===== config.mk =====
export PLATFORM = sky130hd
export DESIGN_NAME = uart_tx_arbiter
export DESIGN_NICKNAME = d
export VERILOG_FILES = /design/src/rtl/uart_arb_pkg.sv /design/src/rtl/uart_rr_pick.sv /design/src/rtl/uart_tx_arbiter.sv
export SDC_FILE = /design/constraint.sdc
export NUM_CORES = 1
export LEC_CHECK = 0
export ABC_CLOCK_PERIOD_IN_PS = 2000
export CAP_MARGIN = 20
export CORE_MARGIN = 2
export CORE_UTILIZATION = 41
export DETAILED_ROUTE_END_ITERATION = 7
export GPL_TIMING_DRIVEN = 0
export PLACE_DENSITY = 0.81
export SYNTH_ARGS = -nofsm -noshare
export SYNTH_HDL_FRONTEND = slang
export SYNTH_SLANG_ARGS = --single-unit

===== constraint.sdc =====
create_clock -name clk -period 2 [get_ports clk]
set_clock_uncertainty 0.2 [all_clocks]
set_input_delay 0.6 -clock clk [delete_from_list [all_inputs] [get_ports clk]]
set_output_delay 0.6 -clock clk [all_outputs]
set_load 0.01 [all_outputs]

===== src/rtl/uart_arb_pkg.sv =====
// uart_arb_pkg: shared FSM encoding, byte width and defaults for the UART Tx arbiter
package uart_arb_pkg;
  localparam int BYTE_W = 8;
  localparam int STALL_LIMIT_DEF = 255;
  typedef enum logic [1:0] {IDLE, LOAD, START, WAIT_DONE} state_t;
  function automatic logic [2:0] oh2idx(input logic [7:0] oh);
    oh2idx = '0;
    for (int i = 0; i < 8; i++) if (oh[i]) oh2idx = 3'(i);
  endfunction
endpackage


===== src/rtl/uart_rr_pick.sv =====
// uart_rr_pick: combinational round-robin pick, searching from last_owner+1 with wrap
// Ports: req (requests), last_owner (index of previous owner), pick (one-hot winner or zero)
module uart_rr_pick import uart_arb_pkg::*; #(
  parameter int NUM_REQ = 2
) (
  input  logic [NUM_REQ-1:0]         req,
  input  logic [$clog2(NUM_REQ)-1:0] last_owner,
  output logic [NUM_REQ-1:0]         pick
);
  always_comb begin
    pick = '0;
    for (int k = 1; k <= NUM_REQ; k++)
      for (int i = 0; i < NUM_REQ; i++)
        if (pick == '0 && req[i] && i == (int'(last_owner) + k) % NUM_REQ) pick[i] = 1'b1;
  end
endmodule


===== src/rtl/uart_tx_arbiter.sv =====
// uart_tx_arbiter: frame-locked round-robin arbiter feeding bytes to a single UART Tx
// Ports: clk/reset (sync, active high); req_valid/req_data/req_last/req_ready per requester;
//        tx_data/tx_start/EnTx/Done to the UART Tx; grant (one-hot owner), busy, frame_abort.
// Option: define UART_ARB_STALL_TIMEOUT_EN to abort a frame whose owner stalls STALL_LIMIT LOAD cycles.
module uart_tx_arbiter import uart_arb_pkg::*; #(
  parameter int NUM_REQ     = 2,
  parameter int STALL_LIMIT = STALL_LIMIT_DEF
) (
  input  logic                      clk,
  input  logic                      reset,
  input  logic [NUM_REQ-1:0]        req_valid,
  input  logic [BYTE_W*NUM_REQ-1:0] req_data,
  input  logic [NUM_REQ-1:0]        req_last,
  output logic [NUM_REQ-1:0]        req_ready,
  output logic [BYTE_W-1:0]         tx_data,
  output logic                      tx_start,
  output logic                      EnTx,
  input  logic                      Done,
  output logic [NUM_REQ-1:0]        grant,
  output logic                      busy,
  output logic                      frame_abort
);
  localparam int IW = $clog2(NUM_REQ);
  state_t state, state_nx;
  logic [NUM_REQ-1:0] pick;
  logic [IW-1:0] last_owner, owner_idx;
  logic [BYTE_W-1:0] sel_data;
  logic last_q, accept, stall_hit;
  uart_rr_pick #(.NUM_REQ(NUM_REQ)) u_pick (.req(req_valid), .last_owner(last_owner), .pick(pick));
  assign accept = state == LOAD && |(req_valid & grant);
  assign owner_idx = IW'(oh2idx(8'(grant)));
  always_comb begin
    sel_data = '0;
    for (int i = 0; i < NUM_REQ; i++) if (grant[i]) sel_data = req_data[i*BYTE_W +: BYTE_W];
  end
`ifdef UART_ARB_STALL_TIMEOUT_EN
  localparam int CW = $clog2(STALL_LIMIT + 1);
  logic [CW-1:0] stall_cnt;
  // the hit fires on the STALL_LIMIT-th stalled LOAD cycle; abort pulses as the FSM lands in IDLE
  assign stall_hit = state == LOAD && !accept && stall_cnt == CW'(STALL_LIMIT - 1);
  always_ff @(posedge clk)
    if (reset) begin
      stall_cnt <= '0;
      frame_abort <= 1'b0;
    end else begin
      stall_cnt <= (state != LOAD || accept || stall_hit) ? '0 : stall_cnt + 1'b1;
      frame_abort <= stall_hit;
    end
`else
  assign stall_hit = 1'b0;
  assign frame_abort = 1'b0;
`endif
  always_ff @(posedge clk)
    state <= reset ? IDLE : state_nx;
  always_comb begin
    state_nx = state;
    case (state)
      IDLE:      state_nx = |req_valid ? LOAD : IDLE;
      LOAD:      state_nx = accept ? START : stall_hit ? IDLE : LOAD;
      START:     state_nx = WAIT_DONE;
      WAIT_DONE: state_nx = !Done ? WAIT_DONE : last_q ? IDLE : LOAD;
      default:   state_nx = IDLE;
    endcase
  end
  always_ff @(posedge clk)
    if (reset) begin
      grant <= '0;
      tx_data <= '0;
      last_q <= 1'b0;
      last_owner <= IW'(NUM_REQ - 1);
    end else begin
      if (state == IDLE) grant <= pick;
      if (accept) begin
        tx_data <= sel_data;
        last_q <= |(req_last & grant);
      end
      if ((state == WAIT_DONE && Done && last_q) || stall_hit) begin
        grant <= '0;
        last_owner <= owner_idx;
      end
    end
  always_comb begin
    req_ready = state == LOAD ? grant : '0;
    tx_start = state == START;
    EnTx = state == START || state == WAIT_DONE;
    busy = state != IDLE;
  end
endmodule


# After elaboration in Yosys (flattened, before gate mapping)
# Index checks and enable logic that the tools add are counted.
# W data, S select, Z words.
[totals]
ff_bits = 14
latchBits = 0
mem_bits_rw = 0
rom_bits = 0
inputBits = 23
out_inout_bits = 16
word_cells = 51
n_memories = 0
[op_classes]
add_sub_neg = 2
mul = 0
div_mod_pow = 0
n_lt_le_gt_ge = 0
n_eq_ne = 5
shift = 0
muxes = 13
n_bitwise = 5
n_reduce_logical = 21
[op_table]
columns = ["op", "count"]
rows = [
  ["$logic_not A32 Y1", 2],
  ["$mux W8", 2],
  ["$logic_and A1 B1 Y1", 10],
  ["$pmux W2 S4", 1],
  ["$reduce_or A2 Y1", 4],
  ["$mux W1", 7],
  ["$logic_not A2 Y1", 3],
  ["$mux W2", 3],
  ["$and A2 B2 Y2", 2],
  ["$eq A2 B2 Y1 const A", 2],
  ["$eq A2 B2 Y1 const B", 2],
  ["$add A1 B1 Y1 const B", 2],
  ["$and A1 B1 Y1 const A", 2],
  ["$eq A2 B1 Y1 const B", 1],
  ["$reduce_bool A2 Y1", 1],
  ["$logic_or A1 B1 Y1", 1],
  ["$not A1 Y1", 1],
]

# Longest topological paths before layout
[logic_depth]
ltp_word = 17
ltp_mapped = 4
mapped_depth_nobuf = 4

# Hierarchy
# Synthesis repeated with hierarchy kept, for this count alone.
[hier_totals]
hier_cells = 80
area_unflattened_um2 = 743.2
[modules_own_cells]
columns = ["mod", "n_inst", "cells_per_inst", "area_each_um2", "seq_area_each_um2"]
rows = [
  ["uart_tx_arbiter", 1, 77, 724.4, 280.3],
  ["uart_rr_pick", 1, 3, 18.8, 0.0],
]

# Worst setup path after synthesis
# Ideal clock, no wire load.
[synth_timing]
path_type = "flip-flop to output port"
start = "register state[0]"
end = "output req_ready[0]"
arrival_time_ns = 0.863
required_time_ns = 1.200
path_slack_ns = 0.337
path_stages_with_launch = 4
n_path_buf = 1
path_cell_list = "dfxtp_1 nor2b_4 buf_4 and2_1"
[synth_between]
elab_chain_cells = 2
[synth_lines]
columns = ["element", "line_no", "text"]
rows = [
  ["from (decl)", "uart_tx_arbiter.sv:24", "state_t state, state_nx;"],
  ["from (signal assigned)", "uart_tx_arbiter.sv:54", "state <= reset ? IDLE : state_nx;"],
  ["$eq A2 B1 Y1", "uart_tx_arbiter.sv:83", "req_ready = state == LOAD ? grant : '0;"],
  ["$mux W2", "uart_tx_arbiter.sv:83", ""],
  ["to (decl)", "uart_tx_arbiter.sv:14", "output logic [NUM_REQ-1:0] req_ready,"],
]
# Every way passes these cells.

# Worst setup path in the final report
[layout_timing]
start = "register tx_data[3]"
end = "output tx_data[3]"
[layout_lines]
columns = ["element", "line_no", "text"]
rows = [
  ["from (decl)", "uart_tx_arbiter.sv:15", "output logic [BYTE_W-1:0] tx_data,"],
  ["from (signal assigned)", "uart_tx_arbiter.sv:74", "tx_data <= sel_data;"],
]
# No word-level cell between the ends.

==> flow_summary.toml <==
[synthesis]
synth_edf_count = 0
ys_async_sr_fraction = 0
synth_seq_cells = 14
synth-main-ff-cell = "dfxtp_1"
yosys.cell_types.count = 25
syn_area_sq_um = 733.2
syn_area_per_cell_sq_um = 9.165
seq_area_frac_synth = 0.3823
synth_nets = 103
synth_warnings = 0
syn_inst = 80

[sta]
worst_pin_slew_ps = 662.0
post-route-period-util = 0.9757
slew_violations = 0
fmaxAchievable_ghz = 0.5125
setup-tns-final_ps = 0
period_minus_slack_ps = 1951
rsz0062_at_grt = "false"
setup_viol = 0
slew_headroom = 0.5586
setup_ws_ps = 48.65
fin_hold_ws_ps = 302.7
hold_viol_final = 0

[die]
die_area_sq_um = 2143
placementRows = 15
ioPinCount = 39
dieWidth_microns = 46.29
core_area_sq_um = 1708
dieHeight_microns = 46.29
initial_core_util = 0.4293

[detailed_routing]
routed-via-count = 779
drtIter0Drc = 9
viasPerCell = 5.193
firstDrtPassIters = 5
drc = 0
routed_wl_mm = 1.988
wl_per_cell_microns = 13.25
antenna_left = 0

[critical_path]
startpoint_type = "register"
crit_buf_inv = 1
cp_slowest_cell = "clkdlybuf4s50_1"
cp_data_arrival_time_ps = 1150
max_stage_delay_ps = 540
crit_chain = "clkdlybuf4s50_1"
path_max_fanout = 2
crit_type = "register to output pin"
worstSetupEndpointType = "output pin"
crit_required_ps = 1200
critPathTopFamily = "buffers and inverters"

[global_routing]
grt_use_total = 0.2003
grt_max_degree = 11
antenna_found_initial = 0
grt_first_pass_wirelength_mm = 3.056
grt_pass1_vias = 721
overflow = 0

[placement]
port_buffers = 37
place_ws_ps = -263.6
place_congestion = 0.7351
placed_cell_area_sq_um = 1135
placedCellCount = 142
dp_hpwl_mm = 1.420

[power]
leakagePower_nw = 0.5046
power_density_nw_per_um2 = 655.6
vdd_drop_max_mv = 0.4406
total_power_mw = 0.7907

[cells_and_area]
multi_input_area_sq_um = 396.6
fin_area_sq_um = 1206
stdcell_count = 150
syn2layout_area_growth_pct = 64.51
drive_above_1_share = 0.2720
fillers = 140
antenna_cells = 0
regArea_sq_um = 292.8
finalNetCount = 150
fin_util = 0.7062

[clock_tree]
cts_tree = "built"
clkSinkCount = 14
cts-root-buf = "clkbuf_4"
clk_latency_ps = 280
htreeDepth = 1
cts.path.max_buffers = 2
numCtsBuffers = 3
clk_pin_slew_ps = 80

[run]
max_cap_viol_count = 0

[worst_hold_path]
min_path_type = "register to register"

[run_status]
status = "finished, final reports clean"
## worst paths after layout
kind / from / to / slack (ps) / cells past startpoint
max reg2reg: state[0] / tx_data[2] / 580 / 5
max: tx_data[3] / tx_data[3] / 50 / 1
min reg2reg: last_owner / last_owner / 300 / 1
min: last_owner / last_owner / 300 / 1
## cell usage in the layout (no fill, tap or decap), types with 2 or more instances in the layout
| cell | count |
|---|---|
| and2_1 | 3 |
| dfxtp_1 | 10 |
| clkbuf_4 | 3 |
| a21oi_1 | 12 |
| dlymetal6s2s_1 | 3 |
| a211oi_2 | 9 |
| clkdlybuf4s50_1 | 27 |
| nand3_1 | 2 |
| dlygate4sd2_1 | 4 |
| nor2b_1 | 2 |
| clkbuf_1 | 2 |
| nand2_1 | 4 |
| nor2_1 | 2 |
| a22oi_1 | 11 |
| buf_2 | 4 |
| dfxtp_4 | 3 |
| buf_4 | 9 |
## layout make-up
cell class / instances / area share
Buffer: 8 / 0.04253
Clock buffer: 3 / 0.01867
Inverter: 2 / 0.007261
Multi-Input combinational cell: 55 / 0.3288
Sequential cell: 14 / 0.2427
Tap cell: 25 / 0.02593
Timing Repair Buffer: 43 / 0.3340
## routing by layer
metal	routed length (microns)	vias up	share of wire	track usage
met4	31	0	0.016	0.09714
met2	1046	21	0.53	0.3306
met1	847	369	0.43	0.2411
li1	-	385	-	-
met5	0	-	0	0
met3	63	4	0.032	0.04706
## power by group
part	switching, mW	internal [mW]
clock network	0.0867	0.0697
logic	0.140	0.164
registers	0.0241	0.306
total	0.251	0.540
## flip-flops by register name, indices dropped and copies added (netlist names)
name and count:
state 2, last_owner 1, tx_data 8, last_q 1, grant 2
## cells in the mapped netlist (2+ instances only)
master    number  area, sq um
dfxtp_1       14        280.3
a21oi_1       12        60.06
a22oi_1       11        82.58
a211oi_2       9        112.6
nand2_1        4        15.01
and2_1         3        18.77
buf_4          3        22.52
nor2_1         3        11.26
buf_2          2        10.01
clkbuf_1       2        7.510
nand3_1        2        10.01
nor2b_1        2        12.51
## worst register-to-register path, delay by kind of cell (launching register included)
family / cells / cell delay (ps)
compound gates: 1 / 80
buf+inv: 2 / 300
flops: 1 / 370
simple gates: 2 / 320
## repair_timing
| item | CTS | global route |
|---|---|---|
| endpoints found under the setup margin | 7 | 5 |
| pin swaps | 0 | 0 |
| resized for setup | 28 | 3 |
| setup buffers | 6 | 0 |
| hold buffers | 0 | 0 |
## kinds of logic after synthesis
kind of cell    synth area share
buf+inv                  0.08702
flops                     0.3823
simple gates              0.1382
other cells             0.005115
compound gates            0.3874
Power figures use the tool's default switching activity.
